File: config.mk
export PLATFORM = sky130hd
export DESIGN_NAME = fetch_unit
export DESIGN_NICKNAME = d
export VERILOG_FILES = /design/src/rtl/fetch_unit.sv
export SDC_FILE = /design/constraint.sdc
export NUM_CORES = 1
export LEC_CHECK = 0
export CORE_ASPECT_RATIO = 0.9
export CORE_MARGIN = 2
export CORE_UTILIZATION = 53
export DETAILED_ROUTE_END_ITERATION = 16
export PLACE_DENSITY = 0.95
export SLEW_MARGIN = 20
export SYNTH_ARGS = -nofsm -noshare
export SYNTH_HDL_FRONTEND = slang
export SYNTH_SLANG_ARGS = --single-unit
File: constraint.sdc
create_clock -name clk -period 3.8 [get_ports clk]
set_input_delay 1.14 -clock clk [delete_from_list [all_inputs] [get_ports clk]]
set_output_delay 1.14 -clock clk [all_outputs]
set_load 0.01 [all_outputs]
File: src/rtl/fetch_unit.sv
// rtl/fetch_unit.sv - RV32I instruction fetch stage with a single-outstanding imem port and IF/ID register.
module fetch_unit #(
  parameter int unsigned     XLEN      = 32,
  parameter logic [XLEN-1:0] RESET_PC  = 32'h0000_0000,
  parameter logic [31:0]     NOP_INSTR = 32'h0000_0013
) (
  input  logic            clk,
  input  logic            rst_n,
  input  logic            stall_f,
  input  logic            flush_d,
  input  logic            pc_src_e,
  input  logic [XLEN-1:0] pc_target_e,
  output logic            imem_req,
  output logic [XLEN-1:0] imem_addr,
  input  logic            imem_ready,
  input  logic            imem_rvalid,
  input  logic [31:0]     imem_rdata,
  output logic [31:0]     instr_d,
  output logic [XLEN-1:0] pc_d,
  output logic [XLEN-1:0] pc_plus4_d,
  output logic            valid_d
);

  localparam logic [XLEN-1:0] PC_STEP = XLEN'(4);

  typedef enum logic [1:0] {
    S_REQ,
    S_WAIT,
    S_HOLD,
    S_DROP
  } state_t;

  state_t          state, state_n;
  logic [XLEN-1:0] pc_f, pc_n, pc_f_plus4;
  logic [31:0]     hold_instr, hold_n;
  logic            load_en;
  logic [31:0]     load_instr;

  assign pc_f_plus4 = pc_f + PC_STEP;
  assign imem_req   = rst_n && (state == S_REQ);
  assign imem_addr  = pc_f;

  always_comb begin
    state_n    = state;
    pc_n       = pc_f;
    hold_n     = hold_instr;
    load_en    = 1'b0;
    load_instr = hold_instr;
    case (state)
      S_REQ: begin
        if (imem_ready) state_n = pc_src_e ? S_DROP : S_WAIT;
      end
      S_WAIT: begin
        if (pc_src_e) begin
          state_n = imem_rvalid ? S_REQ : S_DROP;
        end else if (imem_rvalid) begin
          if (stall_f) begin
            hold_n  = imem_rdata;
            state_n = S_HOLD;
          end else begin
            load_en    = 1'b1;
            load_instr = imem_rdata;
            pc_n       = pc_f_plus4;
            state_n    = S_REQ;
          end
        end
      end
      S_HOLD: begin
        if (pc_src_e) begin
          state_n = S_REQ;
        end else if (!stall_f) begin
          load_en = 1'b1;
          pc_n    = pc_f_plus4;
          state_n = S_REQ;
        end
      end
      S_DROP: begin
        // The stale response retires the outstanding request even if another redirect lands with it.
        if (imem_rvalid) state_n = S_REQ;
      end
      default: state_n = S_REQ;
    endcase
    if (pc_src_e) pc_n = pc_target_e;
  end

  always_ff @(posedge clk or negedge rst_n) begin
    if (!rst_n) begin
      state      <= S_REQ;
      pc_f       <= RESET_PC;
      hold_instr <= NOP_INSTR;
    end else begin
      state      <= state_n;
      pc_f       <= pc_n;
      hold_instr <= hold_n;
    end
  end

  always_ff @(posedge clk or negedge rst_n) begin
    if (!rst_n) begin
      instr_d    <= NOP_INSTR;
      pc_d       <= '0;
      pc_plus4_d <= '0;
      valid_d    <= 1'b0;
    end else if (flush_d) begin
      instr_d <= NOP_INSTR;
      valid_d <= 1'b0;
    end else if (!stall_f) begin
      if (load_en) begin
        instr_d    <= load_instr;
        pc_d       <= pc_f;
        pc_plus4_d <= pc_f_plus4;
        valid_d    <= 1'b1;
      end else begin
        instr_d <= NOP_INSTR;
        valid_d <= 1'b0;
      end
    end
  end

  // A response may only arrive while a request is outstanding.
  assert property (@(posedge clk) disable iff (!rst_n)
    imem_rvalid |-> (state == S_WAIT || state == S_DROP));

endmodule

==> flow_metrics.py <==
metrics = {
    "cts": {
        "cts_hold_buf": 0,
        "cts_buffer_depth": 2,
        "clk_latency_ns": 0.43,
        "cts_made_buffers": 17,
        "worst_setup_hold_path_clk_slew_ns": 0.06,
        "tritoncts": "yes",
        "cts_root_buf": "sky130_fd_sc_hd__clkbuf_16",
        "numClockSinks": 161,
        "cts.htree.levels": 4,
        "cts.repair_timing.setup_buffer_count": 0,
        "number_of_gates_resized_after_cts": 0,
    },
    "global_routing": {
        "first_global_vias": 6307,
        "grt_max_degree": 162,
        "grt_use_total_pct": 27.9,
        "antenna_found_initial": 0,
        "total_overflow_reported_by_the_global_router": 0,
        "first_pass_grt_wire_length_um": 32500,
    },
    "die": {
        "starting_density_of_the_core_pct": 53.9,
        "chipHeight_um": 117,
        "chipWidth_um": 130,
        "core.rowCount": 41,
        "top_level_ports": 201,
        "core_area_mm2": 0.0140,
        "die-area_mm2": 0.0152,
    },
    "timing": {
        "clock-skew-final_ns": 0.00678,
        "fin_ws_ns": 0.771,
        "worst_margin_slew_ns": 0.960,
        "grt_setup_unrepaired": "no",
        "slew_viol_final": 0,
        "post-route-min-period_ns": 3.03,
        "layout_worst_path_cycle_share_pct": 79.7,
        "number_of_endpoints_with_negative_hold_slack_in_the_final_report": 0,
        "max_freq_ghz": 0.330,
        "maxSlewHeadroom_pct": 35.4,
        "finalSetupViolCount": 0,
        "holdWs_ns": 0.475,
        "setup-tns-final_ns": 0,
    },
    "finish": {
        "fillerInstances": 965,
        "fin_nets": 1005,
        "finish.instance_area_mm2": 0.0102,
        "multiInputGateArea_mm2": 0.00321,
        "final_antenna_diode_count": 0,
        "drive_gt1_share_pct": 9.88,
        "seqCellArea_mm2": 0.00404,
        "most-common-layout-cells": "sky130_fd_sc_hd__clkdlybuf4s50_1, sky130_fd_sc_hd__nand2_1, sky130_fd_sc_hd__dfrtp_1",
        "layout.cells.most_common": "sky130_fd_sc_hd__clkdlybuf4s50_1",
        "syn2layout_area_growth_pct": 36.0,
    },
    "placement": {
        "detailedPlace.worstSlack_ns": 0.334,
        "detailedPlacementHpwl_um": 13600,
        "placed_cell_area_mm2": 0.00962,
        "finalWeightedCongestion": 0.817,
        "port_buffers": 200,
    },
    "critical_path": {
        "cp_data_arrival_time_ns": 1.89,
        "worst-endpoint-required_ns": 2.66,
        "setup.reg_to_reg.worst_slack_ns": 1.12,
        "crit_path_cell_trace": "buf_6 > and2_1 > clkdlybuf4s50_1",
        "cp_slowest_cell": "sky130_fd_sc_hd__clkdlybuf4s50_1",
        "path_max_fanout": 2,
        "cp-end-kind": "output port",
        "timing.critical_path.from_type": "input port",
        "crit_type": "in2out",
        "critical_path_s_largest_stage_delay_ns": 0.54,
        "worstRegToRegCells": 5,
    },
    "detailed_routing": {
        "drtAntennaViolNets": 0,
        "wire_length_per_cell_um": 18.3,
        "post-route-drc-count": 0,
        "dr_total_vias": 6565,
        "via_per_inst": 5.79,
        "drtIter0Drc": 683,
        "detail_route.wirelength_um": 20700,
        "detail_route.first_pass.iterations": 4,
    },
    "power": {
        "vdd_drop_max_v": 0.000522,
        "total_leakage_power_nw": 4.46,
        "cellPowerDensity_mw_per_mm2": 630,
    },
    "synthesis": {
        "seq_area_frac_synth_pct": 53.7,
        "synth_fp_nets": 838,
        "mappedNetlistArea_mm2": 0.00752,
        "netlist-cell-type-count": 41,
        "synth_ff_type": "sky130_fd_sc_hd__dfrtp_1",
        "synth-async-reset-ratio_pct": 100,
        "syn_inst": 761,
        "postSynthRegisterBits": 161,
        "synth_top_area_share_pct": 51.6,
        "post_synth.cell_area_avg_um2": 9.88,
        "yosys_warnings": 0,
        "synth_enable_flop_cells": 0,
        "synth.largest_area_cell": "sky130_fd_sc_hd__dfrtp_1",
        "synth_top_cells_by_area": "sky130_fd_sc_hd__dfrtp_1, sky130_fd_sc_hd__nand2_1, sky130_fd_sc_hd__mux2_2",
    },
    "min_path": {
        "timing.hold.worst.class": "reg2reg",
        "hold_depth": 2,
    },
    "run_status": {
        "result_of_the_run": "finished, final reports clean",
    },
    "job": {
        "maxCapViolations": 0,
    },
}
## through the flow
stage               std cells  util (%)  total power, mW
floorplan                 761         -             3.58
global placement         1102      68.9             4.59
detailed placement       1102      68.9             4.69
CTS                      1134      73.3             6.47
global route             1134      73.3             6.79
finish                   1134      73.3             6.44
## worst max-delay path: cells and delay by family
family	cells	cell delay [ns]
AND/OR/NAND/NOR	1	0.12
buffers and inverters	2	0.63
## cell type report
type                            instances  share of cell area, %
Timing Repair Buffer                  210                   20.6
Inverter                                8                  0.294
Multi-Input combinational cell        530                   31.4
Clock buffer                           23                   4.67
Tap cell                              193                   2.36
Clock inverter                          9                   1.27
Sequential cell                       161                   39.5
## cells in the mapped netlist, types with 2 or more instances
master and n:
sky130_fd_sc_hd__nand3_1 12, sky130_fd_sc_hd__o31ai_1 18, sky130_fd_sc_hd__nand4_1 14, sky130_fd_sc_hd__dfrtp_1 155, sky130_fd_sc_hd__or3_1 15, sky130_fd_sc_hd__or2_2 4, sky130_fd_sc_hd__mux2i_1 36, sky130_fd_sc_hd__inv_1 7
sky130_fd_sc_hd__nor3_1 6, sky130_fd_sc_hd__and4_1 2, sky130_fd_sc_hd__nand4_2 2, sky130_fd_sc_hd__or4_4 2, sky130_fd_sc_hd__a2bb2oi_1 2, sky130_fd_sc_hd__buf_4 5, sky130_fd_sc_hd__ha_1 6, sky130_fd_sc_hd__a31oi_1 31
sky130_fd_sc_hd__xnor2_1 12, sky130_fd_sc_hd__clkbuf_1 44, sky130_fd_sc_hd__dfstp_2 6, sky130_fd_sc_hd__nor2_1 41, sky130_fd_sc_hd__a21oi_1 4, sky130_fd_sc_hd__xor2_1 7, sky130_fd_sc_hd__buf_2 10, sky130_fd_sc_hd__or4_1 25
sky130_fd_sc_hd__o21ai_0 64, sky130_fd_sc_hd__nor4_1 4, sky130_fd_sc_hd__o311ai_0 2, sky130_fd_sc_hd__o211ai_1 6, sky130_fd_sc_hd__nand4b_1 2, sky130_fd_sc_hd__nand2_1 170, sky130_fd_sc_hd__buf_1 2, sky130_fd_sc_hd__mux2_2 35
sky130_fd_sc_hd__nand2b_1 2
## routing by layer
layer  track usage (%)  part of all wire [%]
met2              44.6                    48
met4              11.5                   2.8
met3              6.95                   7.6
met1              36.7                    41
met5                 0                     0
## where the power goes
part           total, mW  internal (mW)  switching [mW]
registers           2.63           2.26           0.368
logic               2.06           1.14           0.924
clock network       1.75           1.08           0.667
total               6.44           4.48            1.96
## cell families (layout without fill, tap and decap cells)
logic type,after synthesis,count (layout),synth area share (%)
buf+inv,70,250,3.93
fa+ha+maj,6,6,0.998
simple gates,303,303,18.8
compound gates,131,131,10.4
mux,71,71,10.0
xor+xnor,19,19,2.21
flops,161,161,53.7
## registers in the layout, summed over array words and instances (netlist names)
register and count:
pc_plus4_d 30, hold_instr 32, imem_addr 32, instr_d 32, valid_d 1, state 2
pc_d 32
## final timing paths
path                                     startpoint                         to
max in group asynchronous                     rst_n       pc_d[22]$_DFFE_PN0P_
min in group asynchronous                     rst_n    instr_d[17]$_DFFE_PN0P_
hold reg to reg                 valid_d$_DFFE_PN0P_        valid_d$_DFFE_PN0P_
hold / removal                  valid_d$_DFFE_PN0P_        valid_d$_DFFE_PN0P_
setup / recovery                              rst_n                   imem_req
setup reg to reg           imem_addr[2]$_DFFE_PN0P_  imem_addr[22]$_DFFE_PN0P_
Power figures use the tool's default switching activity.
